==> src/rtl/fetch_unit.sv <==
// Purpose: RV32I fetch stage. Owns the PC, issues word reads over req/ack and queues {pc, word} pairs for decode.
// Latency: mem_ack in cycle N gives instr_valid in cycle N+1. With ack and ready both held high it delivers one word per cycle.
// Backpressure: mem_req drops while the buffer is full. It returns the cycle after a pop frees an entry.
//
// Ports:
//   clk, nRst                    clock and asynchronous active-low reset
//   mem_req/mem_addr             word read request; held stable until mem_ack
//   mem_ack/mem_rdata            read completion; data valid with ack
//   redirect/redirect_pc         taken branch/jump target from execute; flushes everything in flight
//   instr/instr_pc/instr_valid   buffer head toward decode, accepted by instr_ready
//   misaligned                   sticky misaligned-redirect flag
// Optional feature macro: FETCH_MISALIGN_CHECK_EN
//   When defined, a misaligned redirect sets misaligned and parks the unit in HALT until reset.
//   When undefined, the low two bits of redirect_pc are ignored.
// RESET_PC must be word-aligned.
module fetch_unit #(
    parameter logic [31:0] RESET_PC  = 32'h0000_0000,
    parameter int unsigned BUF_DEPTH = 2
) (
    input  logic        clk,
    input  logic        nRst,
    output logic        mem_req,
    output logic [31:0] mem_addr,
    input  logic        mem_ack,
    input  logic [31:0] mem_rdata,
    input  logic        redirect,
    input  logic [31:0] redirect_pc,
    output logic [31:0] instr,
    output logic [31:0] instr_pc,
    output logic        instr_valid,
    input  logic        instr_ready,
    output logic        misaligned
);

    typedef logic [31:0] word_t;
    typedef enum logic [1:0] {
        FETCH = 2'd0,
        FLUSH = 2'd1,
        HALT  = 2'd2
    } state_t;

    localparam int unsigned      PTR_W   = $clog2(BUF_DEPTH);
    localparam int unsigned      CNT_W   = PTR_W + 1;
    localparam logic [CNT_W-1:0] DEPTH_C = CNT_W'(BUF_DEPTH);

    state_t           state_q, state_d;
    logic             run_q, run_d;             // holds mem_req low for the first cycle out of reset
    word_t            fetch_pc_q, fetch_pc_d;
    word_t            hold_addr_q, hold_addr_d; // address of the request being drained in FLUSH
    logic             halt_pend_q, halt_pend_d; // enter HALT once the drained request acks
    logic             misaligned_q, misaligned_d;
    logic [PTR_W-1:0] rd_ptr_q, rd_ptr_d;
    logic [PTR_W-1:0] wr_ptr_q, wr_ptr_d;
    logic [CNT_W-1:0] count_q, count_d;
    word_t            buf_instr_q [BUF_DEPTH];
    word_t            buf_instr_d [BUF_DEPTH];
    word_t            buf_pc_q    [BUF_DEPTH];
    word_t            buf_pc_d    [BUF_DEPTH];

    logic  redir_bad;
    word_t redir_target;
    logic  push;
    logic  pop;
    logic  clear;

    assign instr_valid = (state_q == FETCH) && (count_q != '0);
    assign instr       = buf_instr_q[rd_ptr_q];
    assign instr_pc    = buf_pc_q[rd_ptr_q];
    assign misaligned  = misaligned_q;

    always_comb begin
        state_d      = state_q;
        run_d        = 1'b1;
        fetch_pc_d   = fetch_pc_q;
        hold_addr_d  = hold_addr_q;
        halt_pend_d  = halt_pend_q;
        misaligned_d = misaligned_q;
        rd_ptr_d     = rd_ptr_q;
        wr_ptr_d     = wr_ptr_q;
        count_d      = count_q;
        buf_instr_d  = buf_instr_q;
        buf_pc_d     = buf_pc_q;
        mem_req      = 1'b0;
        mem_addr     = fetch_pc_q;
        push         = 1'b0;
        pop          = 1'b0;
        clear        = 1'b0;
        redir_target = redirect_pc & 32'hFFFF_FFFC;
`ifdef FETCH_MISALIGN_CHECK_EN
        redir_bad    = redirect && (redirect_pc[1:0] != 2'b00);
`else
        redir_bad    = 1'b0;
`endif

        case (state_q)
            FETCH: begin
                // count only grows on ack, so this stays high for as long as a request is outstanding.
                mem_req = run_q && (count_q < DEPTH_C);
                if (redirect) begin
                    clear      = 1'b1;
                    fetch_pc_d = redir_target;
                    if (mem_req && !mem_ack) begin
                        // The in-flight read cannot be withdrawn. Keep presenting it and drop its data.
                        hold_addr_d = fetch_pc_q;
                        halt_pend_d = redir_bad;
                        state_d     = FLUSH;
                    end else if (redir_bad) begin
                        state_d = HALT;
                    end
                end else begin
                    push = mem_req && mem_ack;
                    pop  = instr_valid && instr_ready;
                    if (push) begin
                        fetch_pc_d = fetch_pc_q + 32'd4;
                    end
                end
            end
            FLUSH: begin
                mem_req  = 1'b1;
                mem_addr = hold_addr_q;
                if (redirect) begin
                    fetch_pc_d = redir_target;
                end
                if (redir_bad) begin
                    halt_pend_d = 1'b1;
                end
                if (mem_ack) begin
                    state_d     = (halt_pend_q || redir_bad) ? HALT : FETCH;
                    halt_pend_d = 1'b0;
                end
            end
            HALT: begin
                clear = 1'b1;
            end
            default: begin
                state_d = FETCH;
            end
        endcase

        misaligned_d = misaligned_q | redir_bad;

        if (clear) begin
            rd_ptr_d = '0;
            wr_ptr_d = '0;
            count_d  = '0;
        end else begin
            if (push) begin
                buf_instr_d[wr_ptr_q] = mem_rdata;
                buf_pc_d[wr_ptr_q]    = fetch_pc_q;
                wr_ptr_d              = wr_ptr_q + 1'b1;
            end
            if (pop) begin
                rd_ptr_d = rd_ptr_q + 1'b1;
            end
            count_d = count_q + CNT_W'(push) - CNT_W'(pop);
        end
    end

    always_ff @(posedge clk or negedge nRst) begin
        if (!nRst) begin
            state_q      <= FETCH;
            run_q        <= 1'b0;
            fetch_pc_q   <= RESET_PC;
            hold_addr_q  <= RESET_PC;
            halt_pend_q  <= 1'b0;
            misaligned_q <= 1'b0;
            rd_ptr_q     <= '0;
            wr_ptr_q     <= '0;
            count_q      <= '0;
            for (int i = 0; i < int'(BUF_DEPTH); i++) begin
                buf_instr_q[i] <= '0;
                buf_pc_q[i]    <= '0;
            end
        end else begin
            state_q      <= state_d;
            run_q        <= run_d;
            fetch_pc_q   <= fetch_pc_d;
            hold_addr_q  <= hold_addr_d;
            halt_pend_q  <= halt_pend_d;
            misaligned_q <= misaligned_d;
            rd_ptr_q     <= rd_ptr_d;
            wr_ptr_q     <= wr_ptr_d;
            count_q      <= count_d;
            buf_instr_q  <= buf_instr_d;
            buf_pc_q     <= buf_pc_d;
        end
    end

endmodule

==> config.mk <==
export PLATFORM = sky130hd
export DESIGN_NAME = fetch_unit
export DESIGN_NICKNAME = d
export VERILOG_FILES = /design/src/rtl/fetch_unit.sv
export SDC_FILE = /design/constraint.sdc
export NUM_CORES = 1
export LEC_CHECK = 0
export ABC_AREA = 1
export ABC_CLOCK_PERIOD_IN_PS = 1900
export BUFFER_PORTS_ARGS = -buffer_cell sky130_fd_sc_hd__buf_2
export CORE_AREA = 2 2 136 138
export CTS_CLUSTER_SIZE = 30
export DETAILED_ROUTE_END_ITERATION = 8
export DIE_AREA = 0 0 138 140
export PLACE_DENSITY = 0.74
export SLEW_MARGIN = 40
export SYNTH_ARGS = -nofsm -noshare
export SYNTH_HDL_FRONTEND = slang
export SYNTH_SLANG_ARGS = --single-unit
==> constraint.sdc <==
create_clock -name clk -period 1.9 [get_ports clk]
set_input_delay 0.475 -clock clk [delete_from_list [all_inputs] [get_ports clk]]
set_output_delay 0.475 -clock clk [all_outputs]
set_load 0.05 [all_outputs]
==> impl_metrics.tcl <==
set metrics [dict create \
    drtIter0Drc 500 \
    critPathLaunchType "register" \
    drv_cap 0 \
    hold_path_depth 2 \
    wl_per_cell_um 15.5 \
    crit_chain "buf_16 > o21ai_4 > buf_6" \
    detail-route-antenna-nets 0 \
    yosysTopAreaCell "dfrtp_1" \
    finalMaxSlewViolations 0 \
    synthArstFlopShare_pct 100 \
    synth_top_area_share_pct 52.1 \
    routed-via-count 8425 \
    fin_nets 1442 \
    min_period_ns 2.02 \
    synth_area_leaders "dfrtp_1 52%, nand2_1 20%, o21ai_0 8.5%" \
    clkTransAtPathRegs_ns 0.06 \
    crit_buf_inv 2 \
    grt_start_max_net_pins 53 \
    ys_ff_latch 190 \
    cts.sinks 190 \
    status "finished, violations left" \
    r2r_cells 10 \
    r2r_slack_ns 0.09 \
    grt_overflow 0 \
    drc 0 \
    yosys_warnings 0 \
    drive_above_1_share_pct 21.7 \
    start_util_pct 51.4 \
    clockBufferDepth 2 \
    cts_tree "built" \
    portBuffers 160 \
    core_mm2 0.0178 \
    violations "setup timing" \
    dp_hpwl_um 16500 \
    fin_util_pct 67.7 \
    avgViaCountPerCell 5.23 \
    synth_commonest_cells "485 x nand2_1, 190 x dfrtp_1, 156 x o21ai_0" \
    gp_congestion 0.959 \
    fmax_mhz 495 \
    slowest_stage "dfrtp_2" \
    first_global_vias 7880 \
    htree_levels 4 \
    synth_cell_types 29 \
    antenna_found_initial 1 \
    synth_area_mm2 0.00913 \
    yosysMostFrequentCell "nand2_1" \
    synth_area_per_cell_um2 7.55 \
    fin_setup_tns_ns -5.70 \
    finalSetupViolations 93 \
    rsz0062_at_grt "yes" \
    die_x_um 138 \
    firstDrtPassIters 7 \
    peakVddDrop_mv 1.01 \
    hold_class "in2reg" \
    worstSkewPairLatency_ns 0.43 \
    dieArea_mm2 0.0193 \
    slowest_delay_ns 0.50 \
    worstPathArrival_ns 1.55 \
    reg2reg_to "buf_instr_q[48]" \
    worstPathRequired_ns 1.42 \
    p_per_area_mw_per_mm2 1690 \
    endpoint_kind "output port" \
    io_pins 168 \
    syn_inst 1209 \
    path_delay_family "flip-flops" \
    die_y_um 140 \
    yosysSeqAreaShare_pct 52.1 \
    hold_start "mem_ack" \
    fin_crit_sh_pct 106 \
    fin_ws_ns -0.121 \
    cts_buffers 17 \
    rows 49 \
    wirelength_um 25000 \
    r2r_start "state_q[0]" \
    finalHoldViolCount 0 \
    fin_skew_ns 0.00664 \
    syn_to_final_growth_pct 31.8 \
    grtUsageTotal_pct 25.5 \
    worstPathMaxFanout 17 \
    synth_edf_count 0 \
    whs_endpoint "state_q[0]" \
    root_buffer "clkbuf_16" \
    crit_type "reg2out" \
    p_leak_nw 6.11 \
    synth_top_flop_cell "dfrtp_1" \
    grt_pass1_wl_um 39800 \
]
cell usage in the layout, fill, tap and decap left out, types with 7 or more instances in the layout:
cell and n:
xor2_1 7, nand2_1 465, dfrtp_1 188, buf_12 13, buf_2 65, o21ai_4 7, nand2_2 20, a21oi_1 44
buf_8 8, buf_6 86, o21ai_2 24, nor2_1 81, o21ai_1 52, buf_4 27, nand3_1 22, inv_1 77
o21ai_0 123, clkbuf_16 21
worst max-delay path by stage:
stage          slack, ns  cells past startpoint               to       start
2_1_floorplan      -0.11                      3     mem_addr[11]  state_q[0]
3_3_place_gp        0.15                     11       count_q[1]     mem_ack
3_5_place_dp        0.13                     10  buf_instr_q[59]     mem_ack
4_1_cts            -0.12                      3      mem_addr[9]  state_q[0]
5_1_grt            -0.16                      5     instr_pc[21]    rd_ptr_q
6_report           -0.12                      3      mem_addr[9]  state_q[0]
worst register-to-register path: cells and delay by family (launching register included):
kind | cells | cell delay [ns]
buf+inv | 4 | 0.44
compound gates | 1 | 0.08
flops | 1 | 0.50
simple gates | 5 | 0.67
sequential cells by signal (all words and copies together) (netlist names):
| register | flops |
|---|---|
| state_q | 1 |
| wr_ptr_q | 1 |
| buf_instr_q | 64 |
| hold_addr_q | 30 |
| buf_pc_q | 60 |
| rd_ptr_q | 1 |
| fetch_pc_q | 30 |
| run_q | 1 |
| count_q | 2 |
logic make-up after synthesis:
kind of cell | share of synthesized area (%)
and+or+nand+nor | 25.0
AOI/OAI and AO/OA | 14.6
DFF | 52.1
buffers and inverters | 7.14
xor gates and xnor gates | 0.767
adders and majority gates | 0.411
other | 0.0822
area by class of cell:
class	instances	area [µm²]
multi-input cells	872	3970
well taps	229	287
fillers	1434	5740
repair buffers	207	2070
inverters	82	313
flip-flops and latches	190	4760
clock inverters	12	184
diodes	1	2.50
clock buffers	19	453
report_power, final:
part	internal (W)	switching, W	leakage, nW
registers	0.00567	0.000990	2.38
logic	0.00345	0.00638	3.42
clock network	0.00228	0.00158	0.306
what timing repair did:
action                                  in CTS  in global routing
gates resized for setup                    231                 21
endpoints found under the hold margin       16                  0
cloned                                       2                  4
setup buffers                                3                  0
endpoints found under the setup margin      93                110
hold buffers                                 1                  0
stage by stage:
step	hold slack, ns	worst slack, ns	std cells	power [W]	cell area, µm²
floorplan	0.179	-0.110	1213	0.0126	9190
global placement	0.447	0.154	1570	0.0145	10400
detailed placement	0.449	0.127	1570	0.0147	10400
CTS	0.254	-0.117	1607	0.0202	11900
global route	0.264	-0.158	1612	0.0215	12000
finish	0.271	-0.121	1612	0.0203	12000
metal layers:
metal / part of all wire [%] / track usage [%] / up-vias / wire length, µm
li1: - / - / 4145 / -
met1: 44 / 35.0 / 3943 / 11000
met2: 48 / 42.2 / 292 / 11900
met3: 5.8 / 4.24 / 45 / 1450
met4: 2.3 / 7.41 / 0 / 582
met5: 0 / 0 / - / 0
Power figures use the tool's default switching activity.
